`src/rtl/clk_divider_mc.sv`:
```
// Multi-channel runtime-programmable clock divider (off / toggle / pulse / single-step).
// Each channel buffers config writes and applies them only at a period boundary.
module clk_divider_mc #(
  parameter int          NUM_CH      = 2,
  parameter int          CNT_W       = 32,
  parameter int unsigned DEFAULT_DIV = 5,
  parameter logic [1:0]  RESET_MODE  = 2'b01,
  localparam int         CH_W        = (NUM_CH > 1) ? $clog2(NUM_CH) : 1
) (
  input  logic              clk_in,
  input  logic              reset,
  input  logic              cfg_we,
  input  logic [CH_W-1:0]   cfg_ch,
  input  logic [CNT_W-1:0]  cfg_div,
  input  logic [1:0]        cfg_mode,
  input  logic [NUM_CH-1:0] step_req,
  output logic [NUM_CH-1:0] clk_out,
  output logic [NUM_CH-1:0] tick,
  output logic [NUM_CH-1:0] cfg_pending,
  output logic [NUM_CH-1:0] step_busy
);

  typedef enum logic [1:0] {MODE_OFF, MODE_TOGGLE, MODE_PULSE, MODE_STEP} mode_e;
  typedef enum logic [1:0] {ST_IDLE, ST_HIGH, ST_LOW} step_e;

  for (genvar g = 0; g < NUM_CH; g++) begin : g_ch
    localparam logic [CH_W-1:0] CH_IDX = CH_W'(g);

    logic [CNT_W-1:0] div_q, div_d, pdiv_q, pdiv_d, count_q, count_d, eff_div;
    mode_e            mode_q, mode_d, pmode_q, pmode_d;
    step_e            st_q, st_d;
    logic             pend_q, pend_d, clk_q, clk_d, tick_q, tick_d;
    logic             wr, tc, boundary;

    // Writes aimed at a nonexistent channel never match any CH_IDX.
    assign wr      = cfg_we && (cfg_ch == CH_IDX);
    assign eff_div = (div_q == '0) ? CNT_W'(1) : div_q;
    assign tc      = (count_q == eff_div - CNT_W'(1));

    always_comb begin
      div_d    = div_q;
      mode_d   = mode_q;
      pdiv_d   = pdiv_q;
      pmode_d  = pmode_q;
      pend_d   = pend_q;
      st_d     = st_q;
      count_d  = count_q;
      clk_d    = clk_q;
      tick_d   = 1'b0;
      boundary = 1'b0;

      unique case (mode_q)
        MODE_OFF: begin
          count_d  = '0;
          clk_d    = 1'b0;
          boundary = 1'b1;
        end
        MODE_TOGGLE: begin
          if (tc) begin
            count_d  = '0;
            clk_d    = ~clk_q;
            tick_d   = 1'b1;
            boundary = clk_q;
          end else begin
            count_d = count_q + CNT_W'(1);
          end
        end
        MODE_PULSE: begin
          clk_d  = tc;
          tick_d = tc;
          if (tc) begin
            count_d  = '0;
            boundary = 1'b1;
          end else begin
            count_d = count_q + CNT_W'(1);
          end
        end
        MODE_STEP: begin
          case (st_q)
            ST_IDLE: begin
              clk_d    = 1'b0;
              boundary = 1'b1;
              if (step_req[g]) begin
                st_d    = ST_HIGH;
                clk_d   = 1'b1;
                count_d = '0;
              end
            end
            ST_HIGH: begin
              if (tc) begin
                st_d    = ST_LOW;
                clk_d   = 1'b0;
                count_d = '0;
              end else begin
                count_d = count_q + CNT_W'(1);
              end
            end
            ST_LOW: begin
              if (tc) begin
                st_d     = ST_IDLE;
                tick_d   = 1'b1;
                count_d  = '0;
                boundary = 1'b1;
              end else begin
                count_d = count_q + CNT_W'(1);
              end
            end
            default: st_d = ST_IDLE;
          endcase
        end
      endcase

      // A fresh write on a boundary edge wins; the apply waits for the next boundary.
      if (wr) begin
        pdiv_d  = cfg_div;
        pmode_d = mode_e'(cfg_mode);
        pend_d  = 1'b1;
      end else if (pend_q && boundary) begin
        div_d   = pdiv_q;
        mode_d  = pmode_q;
        pend_d  = 1'b0;
        count_d = '0;
        clk_d   = 1'b0;
        st_d    = ST_IDLE;
      end
    end

    always_ff @(posedge clk_in or posedge reset) begin
      if (reset) begin
        div_q   <= CNT_W'(DEFAULT_DIV);
        mode_q  <= mode_e'(RESET_MODE);
        pdiv_q  <= CNT_W'(DEFAULT_DIV);
        pmode_q <= mode_e'(RESET_MODE);
        pend_q  <= 1'b0;
        st_q    <= ST_IDLE;
        count_q <= '0;
        clk_q   <= 1'b0;
        tick_q  <= 1'b0;
      end else begin
        div_q   <= div_d;
        mode_q  <= mode_d;
        pdiv_q  <= pdiv_d;
        pmode_q <= pmode_d;
        pend_q  <= pend_d;
        st_q    <= st_d;
        count_q <= count_d;
        clk_q   <= clk_d;
        tick_q  <= tick_d;
      end
    end

    assign clk_out[g]     = clk_q;
    assign tick[g]        = tick_q;
    assign cfg_pending[g] = pend_q;
    assign step_busy[g]   = (st_q != ST_IDLE);
  end

endmodule

```
`config.mk`:
```
export PLATFORM = sky130hd
export DESIGN_NAME = clk_divider_mc
export DESIGN_NICKNAME = d
export VERILOG_FILES = /design/src/rtl/clk_divider_mc.sv
export SDC_FILE = /design/constraint.sdc
export NUM_CORES = 1
export LEC_CHECK = 0
export BUFFER_PORTS_ARGS = -buffer_cell sky130_fd_sc_hd__buf_2
export CAP_MARGIN = 40
export CORE_ASPECT_RATIO = 2
export CORE_MARGIN = 2
export CORE_UTILIZATION = 65
export CTS_CLUSTER_DIAMETER = 60
export DETAILED_ROUTE_END_ITERATION = 8
export GPL_ROUTABILITY_DRIVEN = 0
export GPL_TIMING_DRIVEN = 0
export MAX_ROUTING_LAYER = met4
export PLACE_DENSITY = 0.83
export SYNTH_ARGS = -nofsm -noshare
export SYNTH_HDL_FRONTEND = slang
export SYNTH_SLANG_ARGS = --single-unit
```
`constraint.sdc`:
```
create_clock -name clk_in -period 19.25 [get_ports clk_in]
set_clock_uncertainty 0.1 [all_clocks]
set_input_delay 0.9625 -clock clk_in [delete_from_list [all_inputs] [get_ports clk_in]]
set_output_delay 0.9625 -clock clk_in [all_outputs]
set_load 0.01 [all_outputs]
```
### Word-level counts from Yosys, hierarchy flattened

Cells that the tools add are included.

* add/sub/neg operators: 4
* eq/ne operators: 12
* multiplexer cells: 58
* bitwise operators: 5
* reductions and logical operators: 20

Operator list (count)
* 2-to-1 mux 32 bit: 10
* one-hot mux 32 bit (3 select lines): 2
* one-hot mux 32 bit (2 select lines): 2
* adder 32 x 1 -> 32 bit, second input constant: 2
* == test 32 bit: 2
* logical NOT 32 bit: 2
* subtractor 32 x 1 -> 32 bit, second input constant: 2
* 2-to-1 mux 2 bit: 12
* 2-to-1 mux 1 bit: 20
* one-hot mux 1 bit (4 select lines): 4
* == test 2 bit, second input constant: 6
* one-hot mux 2 bit (3 select lines): 2
* == test 2 x 1 -> 1 bit, second input constant: 4
* logical NOT 2 bit: 4
* one-hot mux 1 bit (2 select lines): 4
* nonzero test 2 bit: 4
* OR reduction 2 bit: 4
* one-hot mux 1 bit (3 select lines): 2
* inverter 1 bit: 5
* logical AND 1 bit: 4
* AND reduction 2 bit: 2

* flip-flop bits (word level): 210
* input port bits: 40
* output and inout bits: 8
* logic and storage cells: 117

### Longest topological paths before layout

* word-level depth: 10
* gate-level depth with buffers: 22

### Worst setup path after synthesis

Ideal clock, no wire load.

* path type: reg-to-reg
* start: register g_ch[0].div_q[2]
* end: register g_ch[0].div_q[10]
* library setup time: 0.125 ns
* data arrival time: 4.867 ns
* data required time: 19.025 ns
* path slack: 14.159 ns
* cell stages (with the launch flop): 21
* path buffers: 3
* period minus slack after synthesis: 5.091 ns
* path through: dfstp_2 -> clkbuf_1 -> nor3_1 -> and3_1 -> a21oi_1 -> ha_1 -> or4b_2 -> nor3_1 -> mux2_2 -> nand4_1 -> nand3_1 -> nor4_2 -> nand3_1 -> clkbuf_1 -> inv_1 -> ha_1 -> a221o_1 -> nand3_1 -> o31ai_4 -> buf_6 -> mux2_2

* word-level cells in the longest chain between the ends: 9
* elaborated cells between the ends (all ways): 10
* those cells by class: add/sub: 1; eq/ne: 1; mux: 5; reduce/logical: 3

RTL lines
* start: declaration: RTL line 29 `logic [CNT_W-1:0] div_q, div_d, pdiv_q, pdiv_d, count_q, count_d, eff_div;`
* start signal: assignment: RTL line 130 `div_q <= CNT_W'(DEFAULT_DIV);`
* start signal: assignment: RTL line 140 `div_q <= div_d;`
* logical NOT 32 bit: RTL line 37 `assign eff_div = (div_q == '0) ? CNT_W'(1) : div_q;`
* 2-to-1 mux 32 bit (*): RTL line 37
* subtractor 32 x 1 -> 32 bit (*): RTL line 38 `assign tc = (count_q == eff_div - CNT_W'(1));`
* == test 32 bit (*): RTL line 38
* 2-to-1 mux 1 bit: RTL line 71, 99
* one-hot mux 1 bit (2 select lines): RTL line 79 `case (st_q)`
* one-hot mux 1 bit (4 select lines) (*): RTL line 52 `unique case (mode_q)`
* logical AND 1 bit (*): RTL line 118 `end else if (pend_q && boundary) begin`
* AND reduction 2 bit (no line) (*)

Mark *: on every way between the ends. The rest lies on a longest branch, timed or not.
A chain may end at the register's enable or synchronous reset.

### Worst setup path after layout

* start: register g_ch[0].div_q[2]
* end: register g_ch[0].div_q[24]

The elaborated chain is that of the path after synthesis.

==> impl_metrics.ini <==
[outcome]
outcome = finished clean

[cts]
clockRootBuffer = clkbuf_16
cts_setup_buffers = 0
clk_latency_ns = 0.52
post_cts_resized = 0
cts.sinks = 210
clk_pin_slew_ns = 0.07
numCtsBuffers = 20
clk_path_buf_depth = 3
holdBufCountCts = 0
cts_tree = built
htreeDepth = 1

[worst_setup_path]
worst-path-buf-inv = 4
cp.required_ns = 19.54
crit_cells = 20
path_cells = clkbuf_1 -> nor3_1 -> and3_1 -> a21oi_1 -> ha_1 -> nor4b_1 -> nand4_1 -> o31a_1 -> nor4_1 -> nand4_1 -> nor4_4 -> nand3_1 -> clkbuf_1 -> inv_1 -> ha_1 -> a221o_1 -> nand3_1 -> o31ai_4 -> buf_6 -> mux2_1
cp.arrival_ns = 7.46
cp_max_fo = 10
startpoint_type = flip-flop
critPathLaunch = g_ch[0].div_q[2]
crit_end = g_ch[0].div_q[24]
timing.rr.start = g_ch[0].div_q[2]
critPathTopFamily = simple AND/OR/NAND/NOR gates
r2r-end = g_ch[0].div_q[24]
worst-r2r-cell-count = 20
reg2reg_slack_ns = 12.07
critPathKind = flip-flop to flip-flop
end_kind = flip-flop
slowest_stage = nor4b_1
critPathMaxStageDelay_ns = 0.62

[yosys]
yosysWarnings = 0
synth-edff-count = 0
syn_area_um2 = 13000
synth.top_cell.area_share_pct = 38.0
yosysTopAreaCell = dfrtp_1
synth_cell_types = 85
async_flop_share_pct = 100
synth-seq-cells = 210
synthFlopType = dfrtp_1
ys_top_cells_by_area = dfrtp_1, mux2_2, nand2_1, xnor2_1, mux2_1
ys_seq_area_share_pct = 40.4
synth_nets = 1426
synth.avg_cell_area_um2 = 9.59
postSynthCellCount = 1360

[power]
peakVddDrop_uv = 115
p_per_area_nw_per_um2 = 139
leakagePower_uw = 0.00560

[global_route]
track_usage_pct = 38.3
grt_first_pass_wirelength_um = 61600
grt_overflow = 0
grt_max_degree = 111
antenna_found_initial = 0
grt_pass1_vias = 11669

[die]
io_pins = 48
start_util_pct = 65.8
die_w_um = 104
core-area_um2 = 19800
dieHeight_um = 204
num_rows = 73
die-area_um2 = 21300

[detailed_routing]
drc = 0
routed_wl_um = 38800
wl_per_cell_um = 22.7
ant_nets = 0
avgViaCountPerCell = 6.72
drt_pre_antenna_iters = 8
vias = 11491
drtIter0Drc = 964

[layout]
n_fill_cell = 1437
seqCellArea_um2 = 5270
mostFrequentLayoutCell = dfrtp_1
fin_nets = 1500
final_cell_mix = dfrtp_1, nand2_1, mux2_2
utilization_pct = 72.5
syn_to_final_growth_pct = 10.1
drive_above_1_share_pct = 18.3
multiInputGateArea_um2 = 7240

[place]
numPortBuffers = 47
dp_hpwl_um = 28400
pre_cts_ws_ns = 12.45

[timing]
hold_viol = 0
worst_slack_ns = 12.07
timing.final.crit_share_pct = 37.3
min_period_ns = 7.18
drv_slew = 0
fmax_ghz = 0.139
rsz0062_at_grt = false
tightest_slew_ns = 0.917
finalSetupViolations = 0
fin_setup_tns_ns = 0
maxSlewHeadroom_pct = 37.3

[min_path]
hold_path_class = flip-flop to flip-flop

[flow_run]
max-cap-violations = 0
==> cells by family (layout without fill, tap and decap cells) <==
family | Yosys count | in the layout | share of synthesized area, %
AOI/OAI and AO/OA | 234 | 234 | 12.7
xor gates and xnor gates | 81 | 81 | 5.44
adders and majority gates | 26 | 26 | 2.49
buffers and inverters | 123 | 211 | 4.13
DFF | 210 | 210 | 40.4
muxes | 145 | 145 | 12.4
other | 0 | 1 | 0
and+or+nand+nor | 541 | 541 | 22.4
==> worst min-delay path by stage <==
| stage | start | endpoint | slack, ns | cells after the start |
|---|---|---|---|---|
| after global routing | g_ch[0].pdiv_q[31] | g_ch[0].div_q[31] | 0.42 | 1 |
| after detailed placement | g_ch[1].pdiv_q[15] | g_ch[1].div_q[15] | 0.38 | 1 |
| after global placement | g_ch[1].pdiv_q[9] | g_ch[1].div_q[9] | 0.37 | 1 |
| after floorplan | g_ch[0].pdiv_q[24] | g_ch[0].div_q[24] | 0.36 | 1 |
| final | g_ch[1].pdiv_q[9] | g_ch[1].div_q[9] | 0.40 | 1 |
| after CTS | g_ch[1].pdiv_q[9] | g_ch[1].div_q[9] | 0.40 | 1 |
==> layer usage <==
layer / global-route usage [%] / share of wire [%]
met3: 5.64 / 5.0
met2: 68.4 / 53
met4: 32.9 / 10
met5: - / 0
met1: 35.3 / 32
==> power breakdown <==
part | leakage, uW | internal, uW | switching [uW]
sequential | 0.00261 | 551 | 145
combinational | 0.00265 | 328 | 554
clock | 0.000339 | 237 | 188
total | 0.00560 | 1120 | 886
==> synth_stat cells, types with 21 or more instances <==
master and number:
dfrtp_1 198, mux2_1 32, xnor2_1 51, nor3_1 48
o21ai_0 24, a22oi_1 21, nor2_1 94, a31oi_1 33
clkbuf_1 60, nor4_1 31, ha_1 26, nand3_1 71
xor2_1 30, a21oi_1 43, inv_1 34, nand3b_1 24
nand2_1 135, mux2_2 106
==> area by class of cell <==
cell class	instances	share of cell area, %
antenna	1	0.0174
buffer	89	2.86
clock buffer	23	3.85
clock inverter	13	0.993
inverter	34	0.940
multi-input combinational	1027	50.4
sequential	210	36.7
tap	262	2.28
timing repair buffer	52	2.02
==> through the flow <==
step / cells / cell area (um^2) / total power [uW] / hold WS (ns)
floorplan: 1360 / 13000 / 1270 / 0.359
global placement: 1669 / 13600 / 1500 / 0.366
detailed placement: 1671 / 13700 / 1540 / 0.377
CTS: 1707 / 14300 / 1970 / 0.396
global route: 1710 / 14400 / 2100 / 0.420
finish: 1711 / 14400 / 2000 / 0.398
==> state kept, by name, indices dropped and copies added, names as in the netlist <==
name / flops
g_ch.count_q: 64
g_ch.div_q: 64
g_ch.pdiv_q: 64
g_ch.mode_q: 4
g_ch.pmode_q: 4
g_ch.st_q: 4
g_ch.clk_q: 2
g_ch.pend_q: 2
g_ch.tick_q: 2
(Power assumes the default switching activity.)
